### config.mk
export PLATFORM = sky130hd
export DESIGN_NAME = if_stage
export DESIGN_NICKNAME = d
export VERILOG_FILES = /design/src/rtl/if_stage.sv
export SDC_FILE = /design/constraint.sdc
export NUM_CORES = 1
export LEC_CHECK = 0
export ABC_AREA = 1
export CAP_MARGIN = 20
export CORE_UTILIZATION = 58
export CTS_BUF_LIST = sky130_fd_sc_hd__clkbuf_2
export CTS_CLUSTER_SIZE = 24
export DETAILED_ROUTE_END_ITERATION = 10
export PLACE_DENSITY = 0.95
export SLEW_MARGIN = 10
export SYNTH_ARGS = -nofsm -noshare
export SYNTH_HDL_FRONTEND = slang
export SYNTH_SLANG_ARGS = --single-unit
export TNS_END_PERCENT = 30
### constraint.sdc
create_clock -name clk -period 3.65 [get_ports clk]
set_input_delay 0.9125 -clock clk [delete_from_list [all_inputs] [get_ports clk]]
set_output_delay 0.9125 -clock clk [all_outputs]
set_load 0.02 [all_outputs]
### src/rtl/if_stage.sv
// rtl/if_stage.sv - RISC-V instruction fetch stage: PC, imem req/ack fetch, IF/ID register, decode taps
// Optional IF_PERF_CNT_EN adds saturating fetch/bubble performance counters.
module if_stage #(
   parameter int              XLEN      = 32,
   parameter logic [XLEN-1:0] RESET_PC  = 32'h0000_0000,
   parameter logic [XLEN-1:0] NOP_INSTR = 32'h0000_0013
) (
   input  logic            clk,
   input  logic            rst_n,
   output logic            imem_req,
   output logic [XLEN-1:0] imem_addr,
   input  logic            imem_ack,
   input  logic [XLEN-1:0] imem_rdata,
   input  logic            stall,
   input  logic            branch_taken,
   input  logic [XLEN-1:0] branch_target,
   output logic            if_id_valid,
   output logic [XLEN-1:0] if_id_pc,
   output logic [XLEN-1:0] if_id_instr,
   output logic [6:0]      opcode,
   output logic [2:0]      func3,
   output logic            func7b5
`ifdef IF_PERF_CNT_EN
   ,
   output logic [31:0]     perf_fetch_cnt,
   output logic [31:0]     perf_bubble_cnt
`endif
);

   typedef enum logic [1:0] {IDLE, FETCH, HOLD, DRAIN} state_t;

   state_t          state;
   logic [XLEN-1:0] pc;
   logic [XLEN-1:0] pc_inc;
   logic [XLEN-1:0] tgt;
   logic [XLEN-1:0] skid_pc;
   logic [XLEN-1:0] skid_instr;

   assign pc_inc = pc + XLEN'(4);
   assign tgt    = branch_target & ~XLEN'(3);

   assign opcode  = if_id_instr[6:0];
   assign func3   = if_id_instr[14:12];
   assign func7b5 = if_id_instr[30];

   always_ff @(posedge clk) begin
      if (!rst_n) begin
         state       <= IDLE;
         pc          <= RESET_PC;
         imem_req    <= 1'b0;
         imem_addr   <= RESET_PC;
         if_id_valid <= 1'b0;
         if_id_pc    <= '0;
         if_id_instr <= NOP_INSTR;
         skid_pc     <= '0;
         skid_instr  <= NOP_INSTR;
      end else if (branch_taken) begin
         if_id_valid <= 1'b0;
         if_id_pc    <= '0;
         if_id_instr <= NOP_INSTR;
         pc          <= tgt;
         // An un-acked request cannot be withdrawn: hold it and drop its data in DRAIN.
         if ((state == FETCH || state == DRAIN) && !imem_ack) begin
            state <= DRAIN;
         end else begin
            state     <= FETCH;
            imem_req  <= 1'b1;
            imem_addr <= tgt;
         end
      end else begin
         case (state)
            IDLE: begin
               state     <= FETCH;
               imem_req  <= 1'b1;
               imem_addr <= pc;
            end
            FETCH: begin
               if (imem_ack) begin
                  pc        <= pc_inc;
                  imem_addr <= pc_inc;
                  if (stall) begin
                     skid_pc    <= pc;
                     skid_instr <= imem_rdata;
                     imem_req   <= 1'b0;
                     state      <= HOLD;
                  end else begin
                     if_id_valid <= 1'b1;
                     if_id_pc    <= pc;
                     if_id_instr <= imem_rdata;
                  end
               end else if (!stall) begin
                  if_id_valid <= 1'b0;
                  if_id_pc    <= pc;
                  if_id_instr <= NOP_INSTR;
               end
            end
            HOLD: begin
               if (!stall) begin
                  if_id_valid <= 1'b1;
                  if_id_pc    <= skid_pc;
                  if_id_instr <= skid_instr;
                  imem_req    <= 1'b1;
                  imem_addr   <= pc;
                  state       <= FETCH;
               end
            end
            DRAIN: begin
               if (!stall) begin
                  if_id_valid <= 1'b0;
                  if_id_pc    <= pc;
                  if_id_instr <= NOP_INSTR;
               end
               if (imem_ack) begin
                  imem_addr <= pc;
                  state     <= FETCH;
               end
            end
            default: state <= IDLE;
         endcase
      end
   end

`ifdef IF_PERF_CNT_EN
   logic fetch_hit;
   logic bubble_hit;

   assign fetch_hit  = (state == FETCH) && imem_ack && !branch_taken;
   assign bubble_hit = branch_taken
                    || ((state == FETCH) && !imem_ack && !stall)
                    || ((state == DRAIN) && !stall);

   always_ff @(posedge clk) begin
      if (!rst_n) begin
         perf_fetch_cnt  <= '0;
         perf_bubble_cnt <= '0;
      end else begin
         if (fetch_hit && (perf_fetch_cnt != 32'hFFFF_FFFF)) begin
            perf_fetch_cnt <= perf_fetch_cnt + 32'd1;
         end
         if (bubble_hit && (perf_bubble_cnt != 32'hFFFF_FFFF)) begin
            perf_bubble_cnt <= perf_bubble_cnt + 32'd1;
         end
      end
   end
`endif

endmodule

==> results.sh <==
export IMPL_postSynthCellCount=1275
export IMPL_avgRoutedWirePerCell_um=16.90
export IMPL_vias=9365
export IMPL_worstSetupEndpointType="output pin"
export IMPL_cts_path_max_buffers=2
export IMPL_min_to="skid_instr[6]"
export IMPL_final_common_cell="nand2_1"
export IMPL_yosysWarningCount=0
export IMPL_row_count=44
export IMPL_drt_pass1_iterations=6
export IMPL_yosys_top_cells_area="dfxtp_1 (42%), nand2_1 (14%), o21ai_0 (11%)"
export IMPL_synth_distinct_cells=38
export IMPL_wl_mm=26.76
export IMPL_io_pins=178
export IMPL_timing_rr_end="imem_addr[16]"
export IMPL_syn_avg_cell_area_um2=6.966
export IMPL_sw_frac_of_total_pct=33.29
export IMPL_crit_chain="clkdlybuf4s50_1"
export IMPL_track_usage_pct=33.56
export IMPL_cts_tree="yes"
export IMPL_routabilityCongestion=0.9385
export IMPL_clock_latency_ps=790
export IMPL_grt_pass1_wl_mm=42.54
export IMPL_p_int_mw=2.745
export IMPL_drc=0
export IMPL_hold_viol_final=0
export IMPL_switching_power_mw=1.370
export IMPL_io_buffer_count=171
export IMPL_yosysSeqAreaShare_pct=42.37
export IMPL_r2r_slack_ps=1260
export IMPL_criticalPathCategory="reg2out"
export IMPL_tightest_slew_ps=1048
export IMPL_ant_nets=0
export IMPL_rsz0062_at_grt="false"
export IMPL_cts_setup_buffers=0
export IMPL_outcome="complete, no violations"
export IMPL_yosysTopAreaCell="dfxtp_1"
export IMPL_synth_seq_cells=188
export IMPL_worstPathArrival_ps=1930
export IMPL_reg2regPathDepth=7
export IMPL_die_w_um=125.8
export IMPL_drt_iter0_markers=994
export IMPL_fin_crit_ps=2844
export IMPL_finalSetupViolCount=0
export IMPL_nNetsFinal=1456
export IMPL_antenna_found_initial=1
export IMPL_slew_headroom_pct=30.14
export IMPL_critPathTopFamily="buffers and inverters"
export IMPL_numCtsBuffers=17
export IMPL_die_area_um2=15810
export IMPL_min_period_over_period_pct=77.93
export IMPL_setup_worst_path_start_class="register"
export IMPL_reg2reg_from="pc[2]"
export IMPL_total_power_mw=4.116
export IMPL_post_route_util_pct=72.16
export IMPL_slowest_delay_ps=660
export IMPL_grt_max_degree=119
export IMPL_cp_max_fo=4
export IMPL_first_global_vias=8527
export IMPL_pwr_share_clk_pct=24.0
export IMPL_h_tree_depth=4
export IMPL_drive_above_1_share_pct=5.293
export IMPL_stdcell_area_um2=10650
export IMPL_die_y_um=125.8
export IMPL_hp_start="skid_instr[6]"
export IMPL_final_cell_mix="nand2_1 (334), dfxtp_1 (188), o21ai_0 (187)"
export IMPL_comb_power_share_pct=20.6
export IMPL_p_per_area_nw_per_um2=386.6
export IMPL_core_area_um2=14750
export IMPL_clk_pin_slew_ps=260
export IMPL_hp_class="reg2reg"
export IMPL_fin_tns_setup_ps=0
export IMPL_whs_ps=465.8
export IMPL_dpl_hpwl_mm=17.86
export IMPL_avgViaCountPerCell=5.916
export IMPL_holdPathStages=2
export IMPL_place_inst=1551
export IMPL_final_cells=1583
export IMPL_grt_overflow_total=0
export IMPL_required_ps=2740
export IMPL_syn_cell_area_um2=8882
export IMPL_skew_ps=21.77
export IMPL_cts_sinks=188
export IMPL_slowest_stage="clkdlybuf4s50_1"
export IMPL_synthDominantCellAreaShare_pct=42.37
export IMPL_areaGrowthSynthToFinish_pct=19.86
export IMPL_slew_viol_final=0
export IMPL_p_seq_share_pct=55.4
export IMPL_leakagePower_nw=3.862
export IMPL_root_buffer="clkbuf_2"
export IMPL_post_place_ws_ps=821.9
export IMPL_critPathBufInv=1
export IMPL_fmaxAchievable_mhz=351.6
export IMPL_cts_resized_gates=0
export IMPL_placed_cell_area_um2=10440
export IMPL_cts_hold_buf=0
export IMPL_irDropWorstVdd_v=0.0003231
export IMPL_worst_slack_ps=805.7
export IMPL_start_util_pct=60.20
export IMPL_maxCapViolations=0
synth_stat cells:
| library cell | number |
|---|---|
| xnor2_1 | 1 |
| nor3_4 | 2 |
| buf_6 | 6 |
| nor2_1 | 114 |
| nand3_4 | 2 |
| inv_2 | 7 |
| o22ai_1 | 2 |
| a32o_1 | 3 |
| nand4_2 | 1 |
| clkbuf_2 | 2 |
| buf_2 | 30 |
| nand2_1 | 334 |
| nor2_8 | 2 |
| nor2_2 | 6 |
| nand3_1 | 25 |
| buf_4 | 22 |
| nand2_2 | 1 |
| nand4_4 | 1 |
| a21oi_2 | 1 |
| conb_1 | 1 |
| clkbuf_1 | 38 |
| nand4_1 | 1 |
| a22o_1 | 5 |
| a311oi_1 | 9 |
| nor2_4 | 1 |
| inv_6 | 1 |
| inv_1 | 69 |
| o21ai_0 | 187 |
| nor3_1 | 1 |
| a31oi_1 | 29 |
| a21oi_1 | 157 |
| o211ai_1 | 3 |
| dfxtp_1 | 188 |
| buf_1 | 2 |
| and3_1 | 1 |
| ha_1 | 1 |
| o21ai_1 | 8 |
| xor2_1 | 11 |
power by group through the flow:
stage	Clock [mW]	Combinational [mW]	Sequential, mW
after global placement	0	0.808	2.31
after detailed placement	0	0.828	2.31
after CTS	0.987	0.834	2.28
after floorplan	0	0.459	2.35
final	0.986	0.847	2.28
after global routing	1.07	0.916	2.30
cell type report:
type                    count  area, µm²
multi-input cells         913       4300
fillers                  1151       4108
flip-flops and latches    188       3764
repair buffers            189       1849
inverters                  77      294.0
well taps                 184      230.2
clock inverters            14      121.4
clock buffers              17      85.08
diodes                      1      2.502
sequential cells by signal, summed over array words and instances, names as in the netlist, named ones only:
name	flops
imem_req	1
pc	30
if_id_instr	32
skid_instr	32
skid_pc	30
imem_addr	30
if_id_pc	30
state	2
worst max path at each step:
stage                    from        endpoint  cells after the start
6_report       if_id_instr[1]  if_id_instr[1]                      1
5_1_grt        if_id_instr[1]  if_id_instr[1]                      1
4_1_cts        if_id_instr[1]  if_id_instr[1]                      1
3_5_place_dp     branch_taken    if_id_pc[30]                      6
3_3_place_gp            stall    imem_addr[9]                      8
2_1_floorplan        imem_ack        state[1]                      8
per-layer routing:
| layer | wire length [µm] | global-route usage, % | up-vias |
|---|---|---|---|
| met2 | 12550 | 55.39 | 592 |
| met4 | 871 | 16.23 | 0 |
| met1 | 10440 | 42.70 | 4273 |
| met3 | 2901 | 5.777 | 84 |
| met5 | 0 | 0 | - |
| li1 | - | - | 4416 |
kinds of logic (layout without fill, tap and decap cells):
family	after synthesis	in the layout	synth area share (%)
and+or+nand+nor	492	492	22.75
AOI/OAI and AO/OA	404	404	24.09
DFF	188	188	42.37
buffers and inverters	177	297	9.424
xor gates and xnor gates	12	12	1.183
adders and majority gates	1	1	0.1408
other	1	5	0.04222
(Power assumes the default switching activity.)
==> edit (same flow settings) <==
Add a define of `IF_PERF_CNT_EN`.
--- a/src/rtl/if_stage.sv
+++ b/src/rtl/if_stage.sv
@@ -1,5 +1,7 @@
 // rtl/if_stage.sv - RISC-V instruction fetch stage: PC, imem req/ack fetch, IF/ID register, decode taps
 // Optional IF_PERF_CNT_EN adds saturating fetch/bubble performance counters.
+`define IF_PERF_CNT_EN
+
 module if_stage #(
    parameter int              XLEN      = 32,
    parameter logic [XLEN-1:0] RESET_PC  = 32'h0000_0000,
New outputs: perf_bubble_cnt and perf_fetch_cnt. Function: not settled (the Yosys comparison gave no result); the edit may change what the design does.
==> edit against the unedited design <==
  * Non-clock buffer count increased by 67
  * Critical path depth unchanged
  * Count of clock-buffer cells in the layout increased by 79
  * Worst setup slack got worse by 20 ps
  * Total power increased by 48%
  * Register-to-register slack got worse by 250 ps
  * Wire length increased by 49%
  * Clock power increased by 120%
  * Die area increased by 46%
  * Design area increased by 49%
  * Sequential cell count increased by 64
  * Synthesized area increased by 46%
  * Critical path type unchanged
==> edit: results (changes against the unedited design) <==
[run_status]
outcome = complete, no violations  ; unchanged

[pwr]
power.internal_mw = 4.19  ; was 2.75 mW
peakVddDrop_mv = 0.233  ; was 0.323 mV
cellLeakagePower_nw = 5.95  ; was 3.86 nW

[cts]
insertion_delay_ps = 820  ; was 790 ps
htree_levels = 3  ; was 4
path_clk_slew_ps = 100  ; was 260 ps

[routing]
viasPerCell = 5.66  ; was 5.92

[setup_path]
r2r_setup_slack_ps = 1010  ; was 1260 ps
regToRegStartpoint = state[1]  ; was pc[2]
path_max_fanout = 6  ; was 4
timing.rr.end = imem_addr[23]  ; was imem_addr[16]

[timing]
slew_headroom_pct = 26.0  ; was 30.1%
whs_ps = 435  ; was 466 ps
skew_ps = 69.7  ; was 21.8 ps

[global_route]
grt_pass1_wl_microns = 62500  ; was 42,500 microns
grt_max_degree = 95  ; was 119
grt_pass1_vias = 13300  ; was 8,527

[place]
port_buffers = 235  ; was 171
place_congestion = 0.950  ; was 0.939

[yosys]
netlist_instances = 1986  ; was 1,275
synthTopCellsByArea = dfxtp_1, nand2_1, nor2_1, o21ai_0, a21oi_1  ; was dfxtp_1, nand2_1, o21ai_0, a21oi_1, nor2_1
synth_xor_area_share_pct = 2.76  ; was 1.18%
synth_common_cells = nand2_1, nor2_1, dfxtp_1  ; was nand2_1, dfxtp_1, o21ai_0

[cells_and_area]
final_nets = 2258  ; was 1,456
fill_cells = 1817  ; was 1,151

==> edit: final cells by class <==
class	count	share of cell area [%]
tap	280	2.20
inverter	136	3.21
multi-input combinational	1474	43.0
clock inverter	17	1.12
sequential	252	31.7
timing repair buffer	256	15.8
clock buffer	96	3.02
antenna	1	0.0157
==> edit: worst max-delay path by stage <==
stage                                to  depth (start not counted)  slack [ps]                 from
floorplan           perf_bubble_cnt[20]                          9        1600             imem_ack
global placement          imem_addr[18]                          9         620         branch_taken
detailed placement        imem_addr[27]                          9         550         branch_taken
CTS                 perf_bubble_cnt[20]                          1         730  perf_bubble_cnt[20]
global route        perf_bubble_cnt[20]                          1         670  perf_bubble_cnt[20]
finish               perf_fetch_cnt[15]                          1         790   perf_fetch_cnt[15]
==> edit: worst register-to-register path, cell delays in order (launching register included) <==
cell,delay [ps]
dfxtp_1,340
inv_2,390
nand2_1,200
nand2_1,240
clkinv_1,500
buf_4,410
a211oi_1,290
a21oi_1,120
==> edit: power by group through the flow <==
stage / Clock, mW / Combinational, mW / Sequential, mW
floorplan: 0 / 0.503 / 3.07
global placement: 0 / 0.868 / 3.04
detailed placement: 0 / 0.896 / 3.05
CTS: 2.20 / 0.900 / 2.98
global route: 2.36 / 0.985 / 3.00
finish: 2.17 / 0.915 / 2.99
==> edit: cell families after synthesis <==
group | after synthesis
compound gates | 440
xor+xnor | 41
fa+ha+maj | 3
buf+inv | 263
flops | 252
other cells | 1
simple gates | 986
==> edit: layer usage <==
metal	vias up	track usage, %	routed length [microns]
li1	6834	-	-
met1	6449	40.0	15400
met2	776	57.2	18900
met3	158	6.23	3600
met4	0	19.9	1890
met5	-	0	0
